File: src/rtl/css_mcu0_dmi_pkg.sv
`default_nettype none
// ============================================================================
// Module      : css_mcu0_dmi_pkg
// Description : Shared types and widths for the MCU0 DMI arbiter slice.
// Revision    : 1.0 - initial release
// ============================================================================
package css_mcu0_dmi_pkg;

    localparam int DMI_ADDR_W = 7;
    localparam int DMI_DATA_W = 32;

    // Arbiter transaction phases
    typedef enum logic [1:0] {
        IDLE  = 2'd0,
        ISSUE = 2'd1,
        WAIT  = 2'd2,
        RESP  = 2'd3
    } dmi_arb_state_e;

    // Fields captured from the winning requester at acceptance
    typedef struct packed {
        logic                  wr;
        logic [DMI_ADDR_W-1:0] addr;
        logic [DMI_DATA_W-1:0] wdata;
    } dmi_req_t;

endpackage
`default_nettype wire

File: src/rtl/css_mcu0_rr_arb2.sv
`default_nettype none
// ============================================================================
// Module      : css_mcu0_rr_arb2
// Description : 2-way grant logic, round-robin or fixed priority to req[0].
//               The favoured-requester pointer moves to the other requester
//               whenever a transaction completes.
// Revision    : 1.0 - initial release
// ============================================================================
module css_mcu0_rr_arb2 #(
    parameter bit FIXED_PRIO = 1'b0
) (
    input  logic       clk,
    input  logic       rst,
    input  logic [1:0] req,
    input  logic       upd,
    input  logic       upd_id,
    output logic [1:0] gnt,
    output logic       gnt_id
);

    logic r_rr_ptr;

    // Pointer favours the requester that was not served last
    always_ff @(posedge clk) begin
        if (rst) begin
            r_rr_ptr <= 1'b0;
        end else if (upd) begin
            r_rr_ptr <= ~upd_id;
        end
    end

    // A lone requester always wins; ties go to the pointer (or req 0 if fixed)
    always_comb begin
        gnt    = 2'b00;
        gnt_id = 1'b0;
        if (req == 2'b11) begin
            gnt_id = FIXED_PRIO ? 1'b0 : r_rr_ptr;
            gnt    = gnt_id ? 2'b10 : 2'b01;
        end else begin
            gnt    = req;
            gnt_id = req[1];
        end
    end

endmodule
`default_nettype wire

File: src/rtl/css_mcu0_dmi_arb.sv
`default_nettype none
// ============================================================================
// Module      : css_mcu0_dmi_arb
// Description : Shares one upstream DMI port between the JTAG DTM (req 0)
//               and the internal debug agent (req 1). One transaction in
//               flight: accept, one-cycle dmi_en strobe, fixed read latency,
//               one-cycle response pulse to the granted requester.
// Revision    : 1.0 - initial release
// ============================================================================
module css_mcu0_dmi_arb
    import css_mcu0_dmi_pkg::*;
#(
    parameter int RD_LAT     = 1,
    parameter bit FIXED_PRIO = 1'b0
) (
    input  logic                  clk,
    input  logic                  rst,
    input  logic                  req0_valid,
    output logic                  req0_ready,
    input  logic                  req0_wr,
    input  logic [DMI_ADDR_W-1:0] req0_addr,
    input  logic [DMI_DATA_W-1:0] req0_wdata,
    output logic                  rsp0_valid,
    output logic [DMI_DATA_W-1:0] rsp0_rdata,
    input  logic                  req1_valid,
    output logic                  req1_ready,
    input  logic                  req1_wr,
    input  logic [DMI_ADDR_W-1:0] req1_addr,
    input  logic [DMI_DATA_W-1:0] req1_wdata,
    output logic                  rsp1_valid,
    output logic [DMI_DATA_W-1:0] rsp1_rdata,
    output logic                  dmi_en,
    output logic                  dmi_wr_en,
    output logic [DMI_ADDR_W-1:0] dmi_addr,
    output logic [DMI_DATA_W-1:0] dmi_wdata,
    input  logic [DMI_DATA_W-1:0] dmi_rdata,
    output logic                  busy
);

    // WAIT runs RD_LAT cycles, counting down to zero
    localparam logic [2:0] C_LAT_LOAD = 3'(RD_LAT - 1);

    dmi_arb_state_e r_state;
    dmi_req_t       r_req;
    logic           r_gid;
    logic [2:0]     r_cnt;

    logic [1:0]     w_gnt;
    logic           w_gnt_id;
    logic           w_idle;
    logic           w_accept;
    logic           w_issue;
    dmi_req_t       w_sel_req;

    assign w_idle   = (r_state == IDLE);
    assign w_issue  = (r_state == ISSUE);
    assign w_accept = w_idle & (|w_gnt);

    css_mcu0_rr_arb2 #(
        .FIXED_PRIO (FIXED_PRIO)
    ) u_rr_arb2 (
        .clk    (clk),
        .rst    (rst),
        .req    ({req1_valid, req0_valid}),
        .upd    (r_state == RESP),
        .upd_id (r_gid),
        .gnt    (w_gnt),
        .gnt_id (w_gnt_id)
    );

    // Ready is only offered while idle, so a busy arbiter holds requesters off
    assign req0_ready = w_idle & w_gnt[0];
    assign req1_ready = w_idle & w_gnt[1];

    // Fields of whichever requester is being granted this cycle
    always_comb begin
        w_sel_req = '0;
        if (w_gnt_id) begin
            w_sel_req.wr    = req1_wr;
            w_sel_req.addr  = req1_addr;
            w_sel_req.wdata = req1_wdata;
        end else begin
            w_sel_req.wr    = req0_wr;
            w_sel_req.addr  = req0_addr;
            w_sel_req.wdata = req0_wdata;
        end
    end

    // Downstream bus is quiet except during the single ISSUE cycle
    assign dmi_en    = w_issue;
    assign dmi_wr_en = w_issue & r_req.wr;
    assign dmi_addr  = w_issue ? r_req.addr  : '0;
    assign dmi_wdata = w_issue ? r_req.wdata : '0;
    assign busy      = ~w_idle;

    // Transaction sequencer: accept, issue, wait out latency, respond
    always_ff @(posedge clk) begin
        if (rst) begin
            r_state    <= IDLE;
            r_req      <= '0;
            r_gid      <= 1'b0;
            r_cnt      <= 3'd0;
            rsp0_valid <= 1'b0;
            rsp1_valid <= 1'b0;
            rsp0_rdata <= '0;
            rsp1_rdata <= '0;
        end else begin
            rsp0_valid <= 1'b0;
            rsp1_valid <= 1'b0;
            case (r_state)
                IDLE: begin
                    if (w_accept) begin
                        r_req   <= w_sel_req;
                        r_gid   <= w_gnt_id;
                        r_state <= ISSUE;
                    end
                end
                ISSUE: begin
                    r_cnt   <= C_LAT_LOAD;
                    r_state <= WAIT;
                end
                WAIT: begin
                    if (r_cnt == 3'd0) begin
                        // Capture straight into the winner's response register;
                        // the other requester's data is left untouched
                        if (r_gid) begin
                            rsp1_rdata <= dmi_rdata;
                            rsp1_valid <= 1'b1;
                        end else begin
                            rsp0_rdata <= dmi_rdata;
                            rsp0_valid <= 1'b1;
                        end
                        r_state <= RESP;
                    end else begin
                        r_cnt <= r_cnt - 3'd1;
                    end
                end
                RESP: begin
                    r_state <= IDLE;
                end
                default: begin
                    r_state <= IDLE;
                end
            endcase
        end
    end

endmodule
`default_nettype wire
File: config.mk
export PLATFORM = sky130hd
export DESIGN_NAME = css_mcu0_dmi_arb
export DESIGN_NICKNAME = d
export VERILOG_FILES = /design/src/rtl/css_mcu0_dmi_pkg.sv /design/src/rtl/css_mcu0_rr_arb2.sv /design/src/rtl/css_mcu0_dmi_arb.sv
export SDC_FILE = /design/constraint.sdc
export NUM_CORES = 1
export LEC_CHECK = 0
export CAP_MARGIN = 20
export CORE_MARGIN = 2
export CORE_UTILIZATION = 35
export DETAILED_ROUTE_END_ITERATION = 16
export PLACE_DENSITY = 0.73
export SLEW_MARGIN = 30
export SYNTH_ARGS = -nofsm -noshare
export SYNTH_HDL_FRONTEND = slang
export SYNTH_SLANG_ARGS = --single-unit
File: constraint.sdc
create_clock -name clk -period 1.45 [get_ports clk]
set_input_delay 0.29 -clock clk [delete_from_list [all_inputs] [get_ports clk]]
set_output_delay 0.29 -clock clk [all_outputs]
set_load 0.1 [all_outputs]
# Word level (Yosys, flattened, before mapping)
# Index checks and enable logic that the tools add are counted.
# totals
ff_bits	113
in_bits	116
output_inout_bits	110
elab_cells	50
# classes
add_sub_neg	1
n_eq_ne	7
n_mux	13
bitwise_logic	8
reduce_logical	10
# ops
operator	n
40-bit two-way mux	1
32-bit two-way mux	1
2-bit two-way mux	4
2-bit case mux with 4 select lines	1
7-bit two-way mux	1
2-bit == test, second input constant	3
3-bit case mux with 2 select lines	1
2-bit AND reduction	3
3-bit AND reduction	2
1-bit AND	4
2-bit != test, second input constant	2
1-bit inverter	4
3-bit logical NOT	1
1-bit two-way mux	3
3-bit two-way mux	1
3-bit OR reduction	1
3-bit by 1-bit subtractor with 3-bit output, second input constant	1
2-bit by 1-bit == test with 1-bit output, second input constant	1
2-bit logical NOT	1
2-bit by 1-bit != test with 1-bit output, second input constant	1
2-bit nonzero test	1
2-bit OR reduction	1

# Depth between registers and ports, before layout
# Gate-level depths: netlist (run 1).
# depth
depth_word	6
mapped_depth	8

# Hierarchy
# From an unflattened synthesis (run 1), not the netlist that was laid out.
# unflattened
cells_unflattened	561
area_unflattened_um2	4732.0
# modules_own_cells
module	n_inst	cells_per_inst	area_each_um2	seq_area_each_um2
css_mcu0_dmi_arb	1	554	4669.5	2242.2
css_mcu0_rr_arb2	1	7	62.6	20.0

# Worst setup path before layout (run 1)
# No wires, ideal clock.
# synth_path
path_kind	register -> output
startpoint	register r_state[1]
endpoint	output port dmi_addr[0]
arrival_time_ps	2311
required_time_ps	1160
setup_slack_ps	-1151
stages_incl_launch_ff	5
n_path_buf	1
cell_sequence	dfxtp_1 -> inv_1 -> ha_1 -> clkbuf_1 -> and2_1
# synth_via
elab_chain_len	2
# synth_lines
element	line_no	rtl
start: declaration	css_mcu0_dmi_arb.sv:43	dmi_arb_state_e r_state;
start signal: assignment	css_mcu0_dmi_arb.sv:99	r_state <= IDLE;
start signal: assignment	css_mcu0_dmi_arb.sv:115	r_state <= ISSUE;
start signal: assignment	css_mcu0_dmi_arb.sv:120	r_state <= WAIT;
2-bit by 1-bit == test with 1-bit output	css_mcu0_dmi_arb.sv:56	assign w_issue = (r_state == ISSUE);
named net dmi_en	css_mcu0_dmi_arb.sv:32	output logic dmi_en,
7-bit two-way mux	css_mcu0_dmi_arb.sv:92	assign dmi_addr = w_issue ? r_req.addr : '0;
end: declaration	css_mcu0_dmi_arb.sv:34	output logic [DMI_ADDR_W-1:0] dmi_addr,
# The timed path passes the listed nets, and every way through them passes these cells.

# Worst setup path after layout (run 1)
# layout_path
startpoint	register r_state[1]
endpoint	output port dmi_addr[5]
# layout_via
elab_chain_len	2
# layout_lines
element	line_no
2-bit by 1-bit == test with 1-bit output	css_mcu0_dmi_arb.sv:56
7-bit two-way mux	css_mcu0_dmi_arb.sv:92
# No other way between the ends.

==> results of run 1 <==
-- metal layers --
layer | vias to the layer above | routed length, um | part of all wire, %
li1 | 2605 | - | -
met5 | - | 0 | 0
met3 | 61 | 2490 | 11
met4 | 0 | 792 | 3.4
met2 | 355 | 11600 | 50
met1 | 2852 | 8360 | 36
-- per-stage QoR --
stage	std cells	TNS [ns]	total power [uW]	hold slack, ns	setup WS (ns)
2_1_floorplan	616	-6.45	10100	0.426	-0.158
3_3_place_gp	977	-8.05	13200	0.459	-0.226
3_5_place_dp	977	-11.73	13400	0.483	-0.340
4_1_cts	1037	-16.85	19000	0.241	-0.379
5_1_grt	1050	-32.63	21400	0.300	-0.418
6_report	1050	-25.18	20800	0.302	-0.378
-- worst paths after layout --
kind	startpoint	endpoint	slack, ns	cells after the start
setup / recovery	r_state[1]	dmi_addr[5]	-0.38	5
hold / removal	rst	r_cnt[1]	0.30	2
setup reg to reg	r_state[1]	r_req[35]	-0.25	8
hold reg to reg	r_req[8]	r_req[8]	0.50	2
-- cell families after synthesis --
kind of cell | Yosys count | share of synthesized area [%]
AO/OA/AOI/OAI | 155 | 19.4
adder cells (fa/ha/maj) | 7 | 1.81
buffers and inverters | 68 | 6.65
flip-flops | 113 | 46.8
multiplexers | 1 | 0.207
AND/OR/NAND/NOR | 272 | 25.1
-- worst register-to-register path, stage by stage (launching register included) --
cell       delay, ns
dfxtp_4         0.36
inv_6           0.07
ha_4            0.19
buf_6           0.11
buf_6           0.08
o21a_4          0.28
clkbuf_16       0.24
nor2_2          0.04
a311oi_1        0.23
-- state kept, by name (all words and copies together), names as in the netlist --
signal and flops:
rsp1_rdata 32, rsp1_valid 1, r_state 2, rsp0_valid 1, rsp0_rdata 32, r_gid 1, r_req 40, r_cnt 3
u_rr_arb2.r_rr_ptr 1
-- cells in the mapped netlist --
library cell	n	share of area, %
a211o_1	1	0.18
a211oi_1	1	0.16
a21oi_1	68	7.0
a311oi_1	40	7.3
and2_1	42	5.4
and2b_1	1	0.16
and3_1	1	0.13
and3b_1	1	0.18
buf_1	5	0.39
buf_2	27	2.8
buf_4	5	0.78
buf_6	1	0.23
clkbuf_1	16	1.2
clkbuf_2	5	0.52
dfxtp_1	113	47
ha_1	7	1.8
inv_1	9	0.70
mux2i_1	1	0.21
nand2_1	129	10
nand2b_1	5	0.65
nand3_1	42	4.4
nand3b_1	1	0.16
nor2_1	47	3.7
nor2b_1	1	0.13
nor3_1	2	0.21
o211a_1	1	0.21
o21a_1	1	0.16
o21ai_0	43	4.5
-- power breakdown --
group | internal, uW | total, uW | switching, uW
clock network | 2900 | 4400 | 1490
registers | 3780 | 4430 | 647
logic | 4950 | 12000 | 7000
total | 11600 | 20800 | 9140
-- repair_timing --
action                     in CTS  in global routing
setup endpoints to repair     149                133
pin swaps                      27                144
buffers inserted               18                 14
gates resized for setup        75                242
gates cloned                   11                  7
-- layout make-up --
| cell class | count | share of cell area (%) |
|---|---|---|
| sequential | 113 | 20.8 |
| multi-input combinational | 435 | 31.6 |
| clock buffer | 21 | 4.12 |
| inverter | 9 | 0.446 |
| tap | 176 | 2.01 |
| clock inverter | 11 | 1.48 |
| timing repair buffer | 285 | 39.5 |
==> metrics.txt, run 1 <==
clk sink count=113; IO Count=226; CP endpoint kind=output port; clock skew=0.00998 ns; core area=0.0133 mm^2; Clock transition at path regs=0.05 ns; final worst path period share=126%; DP HPWL=11900 um; leak pwr=0.00409 uW; CTS tree=yes; initial antenna violation count=0; gp weighted congestion=0.794; num rows=42; most frequent cells in the layout=buf_12, clkdlybuf4s50_1, dfxtp_1; Multi-input gate area=0.00346 mm^2; dpl cell area=0.00857 mm^2; Port Buffer Count=225; cell area after layout=0.0109 mm^2; fillers=642; most common cell after layout, fill and taps aside=buf_12; register area=0.00227 mm^2; Clock Tree Buf Depth=2; RSZ-0062 raised after global routing=true; GR Util All Layers=27.6%; global route overflow=0; met2 Use GR=48.2%; status=complete, but fails checks; final wirelength=23200 um; Die Ht=122 um; Slew @ Worst Pin=0.404 ns; most numerous cell on the critical path=buf_12; Net count, final=984; PD cells=1900 mW/mm^2; vias per std cell=5.59; number of global-route vias before repair=5884; post-synthesis cell count=616; CP Max Fanout=22; # hold bufs at CTS=0; Avg WL per Cell=22.1 um; Ys Warns=0; fmax=547 MHz; H-tree depth=4; CP top delay family=buffers and inverters; fraction of final layout cells sized beyond drive strength 1=51.1%; first-pass GRT wire length=31400 um; residual DRC count=0; Cell Area, Synth=0.00483 mm^2; Clock Latency Late Sink=0.42 ns; crit path cell chain=inv_6 -> ha_4 -> buf_12 -> and2_4 -> buf_12; GRT busiest layer=met2; crit path buf inv count=3; CP Class=register to output port; First-pass DRT Iterations=7; Syn-to-layout area delta=126%; met3 usage=10.2%; Mean Syn Cell Area=7.84 um^2; CP required=1.16 ns; via count=5873; CP Launch Type=register; Worst EP arrival=1.54 ns; Slew HR=73.1%; slowest CP cell=dfxtp_4; IR Drop Worst-Case VDD=0.00151 V; DIE AREA=0.0148 mm^2; clock buffer count from CTS=17; CP peak stage delay=0.36 ns; starting DRC count in detailed routing=432; type of the most critical hold path=input port to register; Yosys cell types=28; largest net degree at the start of global routing=58; DRT antenna net count=0; ant diodes=0; # setup viols final=135; syn nets=739; GR met1 Demand/Resource=30.0%; Die W=122 um; final core occ=81.9%; clock tree root buffer cell=clkbuf_16; sequential share of the synthesized area=46.8%; Synth Register Bits=113; fin worst setup slack=-0.378 ns; clock period minus worst slack=1.83 ns; final hold vios=0; failing checks=negative setup slack; Initial Util=36.2%; final slew viol count=0; total of max-cap violations=0
(Power assumes the default switching activity.)
==> run 2, diff against run 1 <==
--- a/config.mk
+++ b/config.mk
@@ -7,9 +7,9 @@
 export LEC_CHECK = 0
 export CAP_MARGIN = 20
 export CORE_MARGIN = 2
-export CORE_UTILIZATION = 35
+export CORE_UTILIZATION = 41
 export DETAILED_ROUTE_END_ITERATION = 16
-export PLACE_DENSITY = 0.73
+export PLACE_DENSITY = 0.8
 export SLEW_MARGIN = 30
 export SYNTH_ARGS = -nofsm -noshare
 export SYNTH_HDL_FRONTEND = slang
==> constraint.sdc (replaced) <==
create_clock -name clk -period 1.9 [get_ports clk]
set_input_delay 0.38 -clock clk [delete_from_list [all_inputs] [get_ports clk]]
set_output_delay 0.38 -clock clk [all_outputs]
set_load 0.1 [all_outputs]
==> metrics.txt, run 2 (synthesis gave the netlist of run 1 again) <==
Syn-to-layout area delta=71.3%; final slew viol count=0 (unchanged); fillers=807 (+26%); TNS Setup=-0.0263 ns (+25.15 ns); # hold bufs at CTS=0 (unchanged); First-pass DRT Iterations=4 (-3); most common cell after layout, fill and taps aside=nand2_1; starting DRC count in detailed routing=423 (-2.1%); Sequential Power Share=24.4% (+3.1 points); fmax=525 MHz; IR Drop Worst-Case VDD=0.00111 V (-27%); failing checks=negative setup slack; IO Count=226 (unchanged); worst reg2reg path startpoint=r_cnt[0]; clock tree root buffer cell=clkbuf_16; max FFs per register=40 (unchanged); CP required=1.52 ns (+0.36 ns); clock period minus worst slack=1.91 ns; clock network power share=26.0% (+4.8 points); biggest regs=r_req (40), rsp0_rdata (32), rsp1_rdata (32); final hold vios=0 (unchanged); Avg WL per Cell=15.8 um (-28%); Sw Ratio=43.8% (-0.17 points); R2R Setup Slk=0.18 ns (+0.43 ns); Multi-input gate area=0.00235 mm^2 (-32%); Biggest register=r_req; worst reg2reg path depth=7 (-1); clk sink count=113 (unchanged); CP endpoint kind=output port; Net count, final=947 (-3.8%); register area=0.00226 mm^2 (-0.33%); initial antenna violation count=0 (unchanged); global route overflow=0 (unchanged); fraction of final layout cells sized beyond drive strength 1=25.4% (-26 points); residual DRC count=0 (unchanged); vias per std cell=5.37 (-4.0%); Slew @ Worst Pin=0.423 ns (+0.0187 ns); fin worst setup slack=-0.00575 ns (+0.372 ns); CP Max Fanout=6 (-73%); via count=5262 (-10%); Port Buffer Count=225 (unchanged); Int Pwr=7260 uW (-38%); hold path endpoint=r_gid; Worst EP arrival=1.53 ns (about the same); CP peak stage delay=0.36 ns (about the same); crit path cell chain=inv_4 -> ha_4 -> buf_4 -> and2_2 -> buf_12; GR Util All Layers=23.8% (-3.9 points); most frequent cells in the layout=nand2_1, clkdlybuf4s50_1, dfxtp_1; number of global-route vias before repair=5090 (-13%); CP startpoint=r_state[1]; largest net degree at the start of global routing=52 (-10%); status=complete, but fails checks; gp weighted congestion=0.856 (+7.7%); Clock Tree Buf Depth=2 (unchanged); Net Sw Power=5660 uW (-38%); Slew HR=71.8% (-1.2 points); RSZ-0062 raised after global routing=true; DP HPWL=10800 um (-9.5%); total of max-cap violations=0 (unchanged); final worst path period share=100%; first-pass GRT wire length=24600 um (-22%); clock skew=0.00608 ns (-0.00390 ns); Clock transition at path regs=0.05 ns (about the same); num rows=39 (-7.1%); Die W=113 um (-7.4%); hold_sp=rst; DP Worst Slack=-0.0717 ns (+0.268 ns); slowest CP cell=dfxtp_2; clock buffer count from CTS=17 (unchanged); # setup viols final=10 (-93%); final wirelength=15500 um (-33%); Clock Latency Late Sink=0.40 ns (-0.02 ns); PD cells=1560 mW/mm^2 (-18%); worst r2r dst=rsp0_rdata[10]; Die Ht=113 um (-7.4%); Initial Util=42.1% (+5.9 points); H-tree depth=4 (unchanged); CP Class=register to output port; Logic pwr share=49.6% (-7.9 points); CTS tree=yes; ant diodes=0 (unchanged); core area=0.0115 mm^2 (-14%); DRT antenna net count=0 (unchanged); hold depth=2 (unchanged); leak pwr=0.00324 uW (-21%); type of the most critical hold path=input port to register; DIE AREA=0.0127 mm^2 (-14%); CP Launch Type=register
## run 2: cell count changes in the layout (fill, tap and decap cells not counted), sizes merged
cell           delta
buf              -31
clkbuf            -9
inv               +3
clkdlybuf4s50     +1
clkinvlp          -1
dlygate4sd2       -1
dlymetal6s2s      +1
## run 2: area by class of cell
cell class | count | share of cell area, %
Timing Repair Buffer | 248 | 34.1
Multi-Input combinational cell | 435 | 28.4
Sequential cell | 113 | 27.4
Clock buffer | 19 | 5.35
Clock inverter | 13 | 2.24
Tap cell | 143 | 2.16
Inverter | 9 | 0.438
## run 2: worst max path at each step
stage               slack [ns]            end
floorplan               -0.002    dmi_addr[0]
global placement          0.07      r_req[18]
detailed placement       -0.07      r_req[23]
CTS                      0.002  dmi_wdata[25]
global route             -0.04    dmi_addr[3]
finish                  -0.006    dmi_addr[1]
## run 2: worst max-delay path: cells and delay by family, from the launching register on
kind / cells / cell delay (ns)
flip-flops: 1 / 0.36
buffers and inverters: 3 / 0.38
AND/OR/NAND/NOR: 1 / 0.21
adder cells (fa/ha/maj): 1 / 0.18
## run 2: metal layers
layer	vias to the layer above	track usage [%]	share of wire [%]
li1	2510	-	-
met1	2486	28.2	40
met2	248	40.5	49
met3	18	7.94	9.5
met4	0	7.72	1.4
met5	-	0	0
## run 2: repair_timing
action / 4_1_cts / 5_1_grt
gates resized for setup: 12 / 12
setup buffers: 3 / 1
setup endpoints to repair: 38 / 41
## run 2: power groups by stage
stage               clock, uW  sequential (uW)  combinational, uW
floorplan                   0             4220               3210
global placement            0             3150               6160
detailed placement          0             3170               6270
CTS                      3400             3140               6390
global route             3500             3200               6730
finish                   3360             3150               6410
## run 2: per-stage QoR
stage                     hold WS [ns]  utilization, %  area [um^2]  total power (uW)  cells
after floorplan                  0.454               -         4900              7430    616
after global placement           0.443            66.1         7570              9310    944
after detailed placement         0.449            66.1         7570              9440    944
after CTS                        0.405            71.9         8250             12900    979
after global routing             0.425            72.2         8280             13400    980
final                            0.407            72.2         8280             12900    980
==> run 3, diff against run 2 <==
--- a/config.mk
+++ b/config.mk
@@ -5,11 +5,11 @@
 export SDC_FILE = /design/constraint.sdc
 export NUM_CORES = 1
 export LEC_CHECK = 0
-export CAP_MARGIN = 20
 export CORE_MARGIN = 2
-export CORE_UTILIZATION = 41
+export CORE_UTILIZATION = 37
 export DETAILED_ROUTE_END_ITERATION = 16
-export PLACE_DENSITY = 0.8
+export PLACE_DENSITY = 0.76
+export SETUP_SLACK_MARGIN = 0.3
 export SLEW_MARGIN = 30
 export SYNTH_ARGS = -nofsm -noshare
 export SYNTH_HDL_FRONTEND = slang
==> constraint.sdc (replaced) <==
create_clock -name clk -period 1.7 [get_ports clk]
set_input_delay 0.34 -clock clk [delete_from_list [all_inputs] [get_ports clk]]
set_output_delay 0.34 -clock clk [all_outputs]
set_load 0.1 [all_outputs]
==> metrics.txt, run 3 (synthesis gave the netlist of run 1 again) <==
clock buffer count from CTS=17 (unchanged); type of the most critical hold path=input port to register; fin worst setup slack=-0.253 ns (-0.247 ns); Syn-to-layout area delta=135%; worst reg2reg path depth=11 (+4); Power, Total=19000 uW (+47%); CP endpoint=dmi_addr[1]; CTS tree=yes; clock network power share=19.4% (-6.6 points); Sw Ratio=44.2% (+0.34 points); Clock transition at path regs=0.06 ns (about the same); fraction of final layout cells sized beyond drive strength 1=53.7% (+28 points); initial antenna violation count=0 (unchanged); residual DRC count=0 (unchanged); Sequential Power Share=20.1% (-4.3 points); Crit path depth=6 (+1); ant diodes=0 (unchanged); Port Buffer Count=225 (unchanged); final worst path period share=115%; CP Max Fanout=5 (-1); Worst EP arrival=1.61 ns (+0.08 ns); status=complete, but fails checks; global route overflow=0 (unchanged); biggest regs=r_req (40), rsp0_rdata (32), rsp1_rdata (32); R2R Setup Slk=-0.09 ns (-0.27 ns); crit path buf inv count=4 (+1); First-pass DRT Iterations=6 (+2); Logic pwr share=60.5% (+11 points); Avg WL per Cell=25.3 um (+60%); # setup viols final=86 (+76); Die Ht=118 um (+5.1%); clock skew=0.00967 ns (+0.00359 ns); Net count, final=1014 (+7.1%); worst reg2reg path startpoint=r_state[1]; IO Count=226 (unchanged); final hold vios=0 (unchanged); GR Util All Layers=33.9% (+10 points); failing checks=negative setup slack; largest net degree at the start of global routing=46 (-12%); Biggest register=r_req; Clock Tree Buf Depth=2 (unchanged); slowest CP cell=dfxtp_4; IR Drop Worst-Case VDD=0.00107 V (-3.4%); final core occ=89.5% (+17 points); CP peak stage delay=0.36 ns (about the same); fillers=491 (-39%); CP Class=register to output port; Clock Latency Late Sink=0.41 ns (about the same); TNS Setup=-10.62 ns (-10.59 ns); most common cell after layout, fill and taps aside=buf_12; Initial Util=38.1% (-4.0 points); leak pwr=0.00424 uW (+31%); clk sink count=113 (unchanged); first-pass GRT wire length=36900 um (+50%); gp weighted congestion=0.778 (-9.1%); Slew HR=60.4% (-11 points); vias per std cell=5.92 (+10%); DIE AREA=0.0140 mm^2 (+10%); CP required=1.36 ns (-0.16 ns); CP top delay family=buffers and inverters; num rows=41 (+5.1%); DP HPWL=11600 um (+7.8%); max FFs per register=40 (unchanged); starting DRC count in detailed routing=574 (+36%); DRT antenna net count=0 (unchanged); Fin Hold WS=0.419 ns (+0.0116 ns); CP Launch Type=register; fmax=512 MHz; RSZ-0062 raised after global routing=true; final slew viol count=0 (unchanged); clock period minus worst slack=1.95 ns; core area=0.0127 mm^2 (+10%); via count=6371 (+21%); final wirelength=27300 um (+76%); total of max-cap violations=0 (unchanged); PD cells=1670 mW/mm^2 (+7.1%); most frequent cells in the layout=buf_12, clkdlybuf4s50_1, dfxtp_1; # hold bufs at CTS=0 (unchanged); Net Sw Power=8380 uW (+48%); Int Pwr=10600 uW (+46%); crit path cell chain=inv_4 -> ha_4 -> buf_16 -> buf_8 -> and2_4 -> buf_12; Die W=118 um (+5.1%); clock tree root buffer cell=clkbuf_16; worst r2r dst=rsp0_rdata[6]; number of global-route vias before repair=6489 (+27%); Slew @ Worst Pin=0.588 ns (+0.165 ns); CP startpoint=r_state[1]; CP endpoint kind=output port; H-tree depth=4 (unchanged)
run 3: cell count changes in the layout (fill, tap and decap cells not counted), sizes merged:
cell           change
and3               +3
clkinvlp           +2
clkdlybuf4s50      -1
dlygate4sd2        +1
clkinv             +2
inv                -2
buf               +60
clkbuf             +3
bufinv             -1
run 3: worst min-delay path by stage:
stage,startpoint,endpoint,slack [ns],cells after the start
floorplan,r_cnt[1],r_cnt[1],0.45,2
global placement,r_cnt[2],r_cnt[2],0.46,2
detailed placement,rsp0_rdata[5],rsp0_rdata[5],0.49,2
CTS,rst,rsp1_rdata[19],0.38,2
global route,rst,rsp1_rdata[19],0.44,2
finish,rst,rsp0_rdata[19],0.42,2
run 3: metal layers:
| metal | part of all wire, % | vias up | wire, um | global-route usage (%) |
|---|---|---|---|---|
| li1 | - | 2674 | - | - |
| met1 | 35 | 3100 | 9640 | 36.5 |
| met2 | 49 | 472 | 13400 | 58.9 |
| met3 | 9.5 | 125 | 2580 | 11.5 |
| met4 | 6.1 | 0 | 1660 | 17.6 |
| met5 | 0 | - | 0 | 0 |
run 3: stage by stage:
step / worst slack [ns] / area, um^2 / cells
6_report: -0.253 / 11300 / 1076
5_1_grt: -0.289 / 11300 / 1076
4_1_cts: -0.234 / 10700 / 1063
3_5_place_dp: -0.279 / 8540 / 971
3_3_place_gp: -0.164 / 8540 / 971
2_1_floorplan: 0.0422 / 5090 / 616
run 3: repair_timing:
item / in CTS / in global routing
hold endpoints to repair: 0 / 0
setup buffers: 39 / 9
pin swaps: 54 / 77
endpoints found under the setup margin: 152 / 168
gates cloned: 21 / 4
gates resized for setup: 171 / 139
run 3: power by group through the flow:
stage / clock network, uW / registers, uW / logic [uW]
after floorplan: 0 / 4750 / 3940
after CTS: 3610 / 3700 / 10300
final: 3680 / 3810 / 11500
after detailed placement: 0 / 3680 / 7660
after global routing: 3800 / 3860 / 11800
after global placement: 0 / 3640 / 7510
run 3: layout make-up:
class                   count  area, um^2  area share, %
multi-input cells         438        3410           30.0
flip-flops and latches    113        2300           20.2
clock inverters            14         165           1.46
inverters                   9        46.3          0.408
clock buffers              18         429           3.78
well taps                 172         215           1.90
repair buffers            312        4790           42.2
